--- src/rtl/sys_defs.sv ---
// Shared core-wide sizes and packet types for rename, free list and writeback.
package sys_defs;
  localparam int N_LANES     = 2;
  localparam int ARCH_REG_SZ = 32;
  localparam int PHYS_REG_SZ = 256;

  typedef logic [$clog2(PHYS_REG_SZ)-1:0] PRN;

  typedef struct packed {
    logic valid;
    PRN   prn;
  } FREE_LIST_PACKET;

  typedef struct packed {
    logic valid;
    PRN   prn;
  } CDB_PACKET;
endpackage

--- src/rtl/rename_bypass.sv ---
// Intra-group dependency resolution: sources and displaced dest mappings of a lane
// are overridden by dests allocated in lower accepted lanes of the same group.
module rename_bypass
  import sys_defs::*;
#(
  parameter int N  = N_LANES,
  parameter int AW = $clog2(ARCH_REG_SZ)
) (
  input  logic [N-1:0]         rename_accept,
  input  logic [N-1:0][AW-1:0] rename_dest,
  input  logic [N-1:0][AW-1:0] rename_src1,
  input  logic [N-1:0][AW-1:0] rename_src2,
  input  PRN   [N-1:0]         new_prn,
  input  PRN   [N-1:0]         tbl_src1_prn,
  input  PRN   [N-1:0]         tbl_src2_prn,
  input  logic [N-1:0]         tbl_src1_ready,
  input  logic [N-1:0]         tbl_src2_ready,
  input  PRN   [N-1:0]         tbl_old_prn,
  output PRN   [N-1:0]         src1_prn,
  output PRN   [N-1:0]         src2_prn,
  output logic [N-1:0]         src1_ready,
  output logic [N-1:0]         src2_ready,
  output PRN   [N-1:0]         old_prn
);

  always_comb begin
    src1_prn   = '0;
    src2_prn   = '0;
    src1_ready = '0;
    src2_ready = '0;
    old_prn    = '0;
    for (int j = 0; j < N; j++) begin
      if (rename_accept[j]) begin
        src1_prn[j]   = tbl_src1_prn[j];
        src2_prn[j]   = tbl_src2_prn[j];
        src1_ready[j] = tbl_src1_ready[j];
        src2_ready[j] = tbl_src2_ready[j];
        old_prn[j]    = tbl_old_prn[j];
        // Ascending scan so the highest matching lower lane wins.
        for (int i = 0; i < j; i++) begin
          if (rename_accept[i] && (rename_dest[i] != '0)) begin
            if (rename_dest[i] == rename_src1[j]) begin
              src1_prn[j]   = new_prn[i];
              src1_ready[j] = 1'b0;
            end
            if (rename_dest[i] == rename_src2[j]) begin
              src2_prn[j]   = new_prn[i];
              src2_ready[j] = 1'b0;
            end
            if (rename_dest[i] == rename_dest[j]) begin
              old_prn[j] = new_prn[i];
            end
          end
        end
      end
    end
  end

endmodule

--- src/rtl/map_table.sv ---
// Speculative register alias table: N-wide rename with in-order lane acceptance,
// CDB readiness tracking, and squash recovery from the committed map.
module map_table
  import sys_defs::*;
#(
  parameter  int N       = N_LANES,
  parameter  int ARCH_SZ = ARCH_REG_SZ,
  localparam int AW      = $clog2(ARCH_SZ)
) (
  input  logic                   clock,
  input  logic                   reset,
  input  logic [N-1:0]           rename_valid,
  input  logic [N-1:0][AW-1:0]   rename_dest,
  input  logic [N-1:0][AW-1:0]   rename_src1,
  input  logic [N-1:0][AW-1:0]   rename_src2,
  input  FREE_LIST_PACKET [N-1:0] fl_pop_packet,
  output logic [N-1:0]           fl_pop_en,
  output logic [N-1:0]           rename_accept,
  output PRN   [N-1:0]           src1_prn,
  output PRN   [N-1:0]           src2_prn,
  output logic [N-1:0]           src1_ready,
  output logic [N-1:0]           src2_ready,
  output PRN   [N-1:0]           dest_prn,
  output PRN   [N-1:0]           old_prn,
  input  CDB_PACKET [N-1:0]      cdb_packet,
  input  logic                   squash,
  input  PRN   [ARCH_SZ-1:0]     rrat_map
);

  PRN   [ARCH_SZ-1:0] map_q, map_d;
  logic [ARCH_SZ-1:0] ready_q, ready_d;

  PRN   [N-1:0] new_prn;
  PRN   [N-1:0] tbl_src1_prn, tbl_src2_prn, tbl_old_prn;
  logic [N-1:0] tbl_src1_ready, tbl_src2_ready;

  // A rejected valid lane blocks every higher lane so renaming stays in program order.
  always_comb begin
    logic blocked;
    blocked       = 1'b0;
    fl_pop_en     = '0;
    rename_accept = '0;
    new_prn       = '0;
    for (int i = 0; i < N; i++) begin
      if (!reset && !squash && rename_valid[i]) begin
        fl_pop_en[i] = (rename_dest[i] != '0);
        if (!blocked && ((rename_dest[i] == '0) || fl_pop_packet[i].valid)) begin
          rename_accept[i] = 1'b1;
        end else begin
          blocked = 1'b1;
        end
      end
      if (rename_accept[i] && (rename_dest[i] != '0)) begin
        new_prn[i] = fl_pop_packet[i].prn;
      end
    end
  end

  always_comb begin
    tbl_src1_prn   = '0;
    tbl_src2_prn   = '0;
    tbl_src1_ready = '0;
    tbl_src2_ready = '0;
    tbl_old_prn    = '0;
    for (int i = 0; i < N; i++) begin
      tbl_src1_prn[i]   = map_q[rename_src1[i]];
      tbl_src2_prn[i]   = map_q[rename_src2[i]];
      tbl_src1_ready[i] = ready_q[rename_src1[i]];
      tbl_src2_ready[i] = ready_q[rename_src2[i]];
      tbl_old_prn[i]    = map_q[rename_dest[i]];
      for (int k = 0; k < N; k++) begin
        if (cdb_packet[k].valid && (cdb_packet[k].prn == tbl_src1_prn[i])) tbl_src1_ready[i] = 1'b1;
        if (cdb_packet[k].valid && (cdb_packet[k].prn == tbl_src2_prn[i])) tbl_src2_ready[i] = 1'b1;
      end
    end
  end

  rename_bypass #(
    .N  (N),
    .AW (AW)
  ) u_rename_bypass (
    .rename_accept  (rename_accept),
    .rename_dest    (rename_dest),
    .rename_src1    (rename_src1),
    .rename_src2    (rename_src2),
    .new_prn        (new_prn),
    .tbl_src1_prn   (tbl_src1_prn),
    .tbl_src2_prn   (tbl_src2_prn),
    .tbl_src1_ready (tbl_src1_ready),
    .tbl_src2_ready (tbl_src2_ready),
    .tbl_old_prn    (tbl_old_prn),
    .src1_prn       (src1_prn),
    .src2_prn       (src2_prn),
    .src1_ready     (src1_ready),
    .src2_ready     (src2_ready),
    .old_prn        (old_prn)
  );

  assign dest_prn = new_prn;

  // Renames are applied after CDB wakeups so a same-cycle rename clears readiness.
  always_comb begin
    map_d   = map_q;
    ready_d = ready_q;
    if (squash) begin
      map_d   = rrat_map;
      ready_d = '1;
    end else begin
      for (int e = 0; e < ARCH_SZ; e++) begin
        for (int k = 0; k < N; k++) begin
          if (cdb_packet[k].valid && (cdb_packet[k].prn == map_q[e])) ready_d[e] = 1'b1;
        end
      end
      for (int i = 0; i < N; i++) begin
        if (rename_accept[i] && (rename_dest[i] != '0)) begin
          map_d[rename_dest[i]]   = new_prn[i];
          ready_d[rename_dest[i]] = 1'b0;
        end
      end
    end
    map_d[0]   = '0;
    ready_d[0] = 1'b1;
  end

  always_ff @(posedge clock or posedge reset) begin
    if (reset) begin
      for (int i = 0; i < ARCH_SZ; i++) begin
        map_q[i] <= PRN'(i);
      end
      ready_q <= '1;
    end else begin
      map_q   <= map_d;
      ready_q <= ready_d;
    end
  end

endmodule

--- config.mk ---
export PLATFORM = sky130hd
export DESIGN_NAME = map_table
export DESIGN_NICKNAME = d
export VERILOG_FILES = /design/src/rtl/sys_defs.sv /design/src/rtl/rename_bypass.sv /design/src/rtl/map_table.sv
export SDC_FILE = /design/constraint.sdc
export NUM_CORES = 2
export LEC_CHECK = 0
export BUFFER_PORTS_ARGS = -buffer_cell sky130_fd_sc_hd__buf_4
export CAP_MARGIN = 25
export CELL_PAD_IN_SITES_DETAIL_PLACEMENT = 0
export CELL_PAD_IN_SITES_GLOBAL_PLACEMENT = 1
export CORE_ASPECT_RATIO = 2
export CORE_UTILIZATION = 33
export DETAILED_ROUTE_END_ITERATION = 8
export PLACE_DENSITY_LB_ADDON = 0.2
export REMOVE_ABC_BUFFERS = 1
export SLEW_MARGIN = 20
export SYNTH_ARGS = -nofsm -noshare
export SYNTH_HDL_FRONTEND = slang
export SYNTH_SLANG_ARGS = --single-unit
--- constraint.sdc ---
create_clock -name clock -period 25.2 [get_ports clock]
set_input_delay 2.52 -clock clock [delete_from_list [all_inputs] [get_ports clock]]
set_output_delay 2.52 -clock clock [all_outputs]
set_load 0.01 [all_outputs]
### After elaboration in Yosys (flattened, before gate mapping)

Cells that the tools add are included.

| storage, ports and cells | value |
|---|---|
| bits of input ports | 327 |
| ROM bits | 0 |
| bits in latches | 0 |
| register bits after elaboration | 279 |
| output and inout port bits | 72 |
| memories | 0 |
| word-level logic and storage cells | 374 |
| memory bits (writable) | 0 |

| cells by class | value |
|---|---|
| magnitude comparators | 8 |
| div/mod/pow operators | 0 |
| muxes and demuxes | 170 |
| bitwise operators | 4 |
| equality and inequality tests | 73 |
| $mul | 0 |
| add/subtract/negate cells | 0 |
| reductions and logical operators | 87 |
| shift operators | 0 |

Operator list:

| cell | count |
|---|---|
| $mux 256 | 4 |
| $eq 8x8->1 | 70 |
| $bwmux 256 | 2 |
| $bmux 8 s5 | 6 |
| $mux 8 | 22 |
| $mux 32 | 4 |
| $mux 1 | 124 |
| $demux 8 s5 | 2 |
| $logic_and 1x1->1 | 78 |
| $and 32x32->32 | 2 |
| $not 32->32 | 2 |
| $lt 5x6->1 const B | 6 |
| $bmux 1 s5 | 4 |
| $eq 5x5->1 | 3 |
| $demux 1 s5 | 2 |
| $ge 5x1->1 const B | 2 |
| $logic_not 5->1 | 2 |
| $reduce_bool 5->1 | 2 |
| $logic_not 1->1 | 3 |
| $logic_or 1x1->1 | 2 |

### Depth between registers and ports, before layout

| depth | value |
|---|---|
| depth in word-level cells | 13 |
| gate-level depth with buffers | 13 |
| depth with buffers taken out | 9 |

### Cells and area by module

From an unflattened synthesis, not the netlist that was laid out.

| unflattened totals | value |
|---|---|
| cells, all modules | 4309 |
| area total of the unflattened synthesis | 37199.4 um^2 |

By module, submodules not included:

| module | sequential area each (um^2) | instances | cells each | area an instance (um^2) |
|---|---|---|---|---|
| map_table | 7120.6 | 1 | 4192 | 36396.2 |
| rename_bypass | 0.0 | 1 | 117 | 803.3 |

### Worst setup path after synthesis

OpenSTA, ideal clock, no wires.

| timing | value |
|---|---|
| kind | in2out |
| start | input rename_src2[5] (netlist name) |
| end | output src2_ready[1] |
| data required time | 22680 ps |
| path buffers | 1 |
| path slack | 17747 ps |
| arrival | 4933 ps |
| cell stages on the path | 8 |
| cell sequence | buf_6 -> mux4_1 -> mux4_2 -> a22oi_4 -> xor2_1 -> nand2_1 -> or4_1 -> o31ai_1 |

| on the way | value |
|---|---|
| word-level cells in the longest chain between the ends | 9 |
| elaborated cells on any way between the ends | 14 |
| those cells by class | eq/ne (3); mux (9); reduce/logical (2) |

RTL lines:

| what | RTL line | RTL |
|---|---|---|
| from (decl) | map_table.sv:15 | `input logic [N-1:0][AW-1:0] rename_src2,` |
| $bmux 8 s5 | map_table.sv:67 | `tbl_src2_prn[i] = map_q[rename_src2[i]];` |
| $mux 8 (implied by the code) | map_table.sv:67 |  |
| $eq 8x8->1 | map_table.sv:73 | `if (cdb_packet[k].valid && (cdb_packet[k].prn == tbl_src2_prn[i])) tbl_src2_ready[i] = 1'b1;` |
| $logic_and 1x1->1 | map_table.sv:73 |  |
| $mux 1 (2 in a row) | map_table.sv:73 |  |
| $mux 1 | rename_bypass.sv:46 | `if (rename_dest[i] == rename_src2[j]) begin` |
| $mux 1 * | rename_bypass.sv:41 | `if (rename_accept[i] && (rename_dest[i] != '0)) begin` |
| $mux 1 * | rename_bypass.sv:33 | `if (rename_accept[j]) begin` |
| to (decl) | map_table.sv:22 | `output logic [N-1:0] src2_ready,` |

Every way passes the cells marked *; elsewhere a longest branch is shown, timed or not. The select of a mux whose other input is x is not followed.

### Worst setup path after layout

| timing | value |
|---|---|
| start | input rename_src2[6] (netlist name) |
| end | output src2_ready[1] |

Same word-level chain as after synthesis.

==> results.toml <==
[worst_setup_path]
path_cells = "buf_4 -> buf_4 -> nand2b_1 -> o221ai_1 -> o21ai_0 -> a221oi_1 -> o211ai_1 -> or4_1 -> o31ai_1 -> buf_4"
worstPathMaxFanout = 38
path_class = "input port to output pin"
slowest_stage = "sky130_fd_sc_hd__o221ai_1"
kind_of_end_point_of_the_critical_path = "output pin"
timing.critical_path.arrival_ns = 7.05
required_ns = 22.68
critical-path-top-cell-by-count = "sky130_fd_sc_hd__buf_4"
start_kind = "input port"
max_stage_delay_on_crit_path_ns = 0.85

[detailed_routing]
drt_first_pass_iters = 6
drt_iter0_markers = 4557
wl_um = 250000
drtAntennaViolNets = 0
route.detailed.drc = 0
viasPerCell = 6.69
routed_wire_length_per_instance_um = 42.0
via_count = 39800

[clock_tree]
cts_tree = "yes"
insertion_delay_of_the_later_clocked_pin_in_the_worst_skew_pair_ns = 0.72
post_cts_resized = 0
cts_buffer_depth = 3
tritoncts.num_buffers = 31
post-cts-setup-buffer-count = 0
clock_tree.htree_level_count = 1
post_cts_hold_buffer_count = 0
ctsRootBufferMaster = "sky130_fd_sc_hd__clkbuf_16"
clkSinkCount = 279
worst_setup_hold_path_clk_slew_ns = 0.07

[synthesis]
post_synth_main_area_contributors = "sky130_fd_sc_hd__mux4_2 (17%), sky130_fd_sc_hd__dfrtp_1 (11%), sky130_fd_sc_hd__mux2i_1 (8.7%)"
synth.ff_latch_count = 279
netlist_instances = 4540
synth_largest_area_cell = "sky130_fd_sc_hd__mux4_2"
mean_post_synth_cell_area_um2 = 8.40
post_synthesis_sequential_area_ratio_pct = 18.7
number_of_synthesized_flops_with_an_enable_pin = 0
yosysUniqueCellTypes = 88
dominantRegCellSynth = "sky130_fd_sc_hd__dfrtp_1"
yosys.area.top_type_share_pct = 17.3
synth_warnings = 0
synthArstFlopShare_pct = 100
synth.cell_area_mm2 = 0.0381

[timing]
clk_skew_ns = 0.0161
rsz_0062_raised_after_global_routing = "false"
whs_ns = 0.718
finalSetupViolations = 0
min_period_ns = 9.57
fmax_mhz = 104
tightest_slew_ns = 1.26
finalCritPeriodShare_pct = 38.0
timing.setup.tns_ns = 0
max-slew-margin-rel_pct = 15.5
setup_ws_ns = 15.63
finalMaxSlewViolations = 0
count_of_endpoints_failing_hold_in_the_final_timing_report = 0

[die]
boundaryPins = 399
die_width_um = 242
die_y_um = 483
initial_utilization_pct = 33.2
floorplan.core_area_mm2 = 0.115
fp.dieArea_mm2 = 0.117
floorplan_row_count = 176

[global_route]
number_of_global_route_vias_before_repair = 38400
use_met3_pct = 12.0
global_route.usage.met2_pct = 68.3
gr-usage-met1_pct = 43.9
gr-usage-all-layers_pct = 42.3
antenna_found_initial = 29
gr_ovfl_total = 0
global_route_wire_length_before_repair_um = 340000
grt-busiest-layer = "met2"
grt_max_degree = 122

[placement]
dp_slack_ns = 15.80
gpl.final_weighted_congestion = 1.11
dp_hpwl_um = 177000
io_buffer_count = 390

[pwr]
max-vdd-ir-drop_mv = 0.0566
total_power_mw = 1.99
total_leakage_power_nw = 16.1
power_per_cell_area_mw_per_mm2 = 47.2

[finish]
layout.core_utilization_pct = 36.7
multiInputGateArea_mm2 = 0.0281
synthToLayoutAreaGrowth_pct = 10.5
drive_above_1_share_pct = 24.9
sequential_cell_area_mm2 = 0.00712
nets = 4719
fill_cells = 12100

[status]
outcome = "completed"

[job]
max_capacitance_violation_count = 0

[min_path]
timing.hold.worst.class = "register to register"
==> layer usage <==
layer	part of all wire [%]	vias to the layer above	routed length [µm]
met1	33	20000	82700
met5	0.11	-	276
met3	8.6	1026	21600
met4	12	28	29700
met2	46	2674	116000
li1	-	16100	-
==> path summary, 6_finish.rpt <==
| kind | from | to | slack [ns] | depth (start not counted) |
|---|---|---|---|---|
| max in group asynchronous | reset | map_q[108] | 21.28 | 4 |
| worst min-delay path | ready_q[27] | ready_q[27] | 0.72 | 2 |
| worst min register to register | ready_q[27] | ready_q[27] | 0.72 | 2 |
| worst max register to register | map_q[209] | ready_q[26] | 23.16 | 6 |
| min in group asynchronous | reset | map_q[48] | 1.91 | 2 |
| worst max-delay path | rename_src2[6] | src2_ready[1] | 15.63 | 10 |
==> worst max-delay path, delay by kind of cell <==
kind,cells,cell delay (ns)
AOI/OAI and AO/OA,5,2.39
buffers and inverters,3,1.35
and+or+nand+nor,2,0.67
==> through the flow <==
stage               instance area, µm²  cells
detailed placement               40900   5867
floorplan                        35200   3856
global route                     42100   5939
CTS                              42000   5925
global placement                 40900   5867
finish                           42100   5955
==> layout make-up <==
type | count | share of cell area [%]
repair buffers | 503 | 8.98
flip-flops and latches | 279 | 16.9
clock buffers | 40 | 2.06
diodes | 25 | 0.149
multi-input cells | 3555 | 66.6
well taps | 1513 | 4.49
clock inverters | 18 | 0.555
inverters | 22 | 0.214
==> registers in the layout, summed over array words and instances (netlist names) <==
name     flops
map_q      248
ready_q     31
==> kinds of logic (layout without fill, tap and decap cells) <==
| family | after synthesis | count (layout) | synth area share, % |
|---|---|---|---|
| xor gates and xnor gates | 569 | 569 | 13.1 |
| DFF | 279 | 279 | 18.7 |
| AOI/OAI and AO/OA | 1064 | 1064 | 17.0 |
| other | 0 | 25 | 0 |
| muxes | 705 | 705 | 28.6 |
| buffers and inverters | 706 | 583 | 7.88 |
| and+or+nand+nor | 1217 | 1217 | 14.8 |
==> synthesized netlist by cell type (all sizes together) (50+ instances only) <==
master / count
xnor2: 254
o21ai: 607
dfstp: 111
mux2: 77
a21oi: 61
nand4: 59
nand2: 614
nor3: 50
mux4: 297
clkbuf: 410
nor2: 134
xor2: 315
nand3: 135
buf: 274
dfrtp: 168
mux2i: 331
nor4: 74
==> power breakdown <==
group / internal, mW / switching, mW
Combinational: 0.321 / 0.491
Sequential: 0.493 / 0.149
Clock: 0.295 / 0.240
Total: 1.11 / 0.880
==> layout by cell type, fill, tap and decap left out, drive strengths merged, types with 40 or more instances in the layout <==
cell and instances:
nand4 59, a31oi 48, buf 503, dfrtp 168
nand3 135, nor3 50, o21ai 607, mux2i 331
a21oi 61, mux4 297, mux2 77, nor4 74
o221ai 43, a22oi 49, o22ai 47, nor2 134
nand2 614, xor2 315, xnor2 254, clkbuf 40
dfstp 111
(Power assumes the default switching activity.)
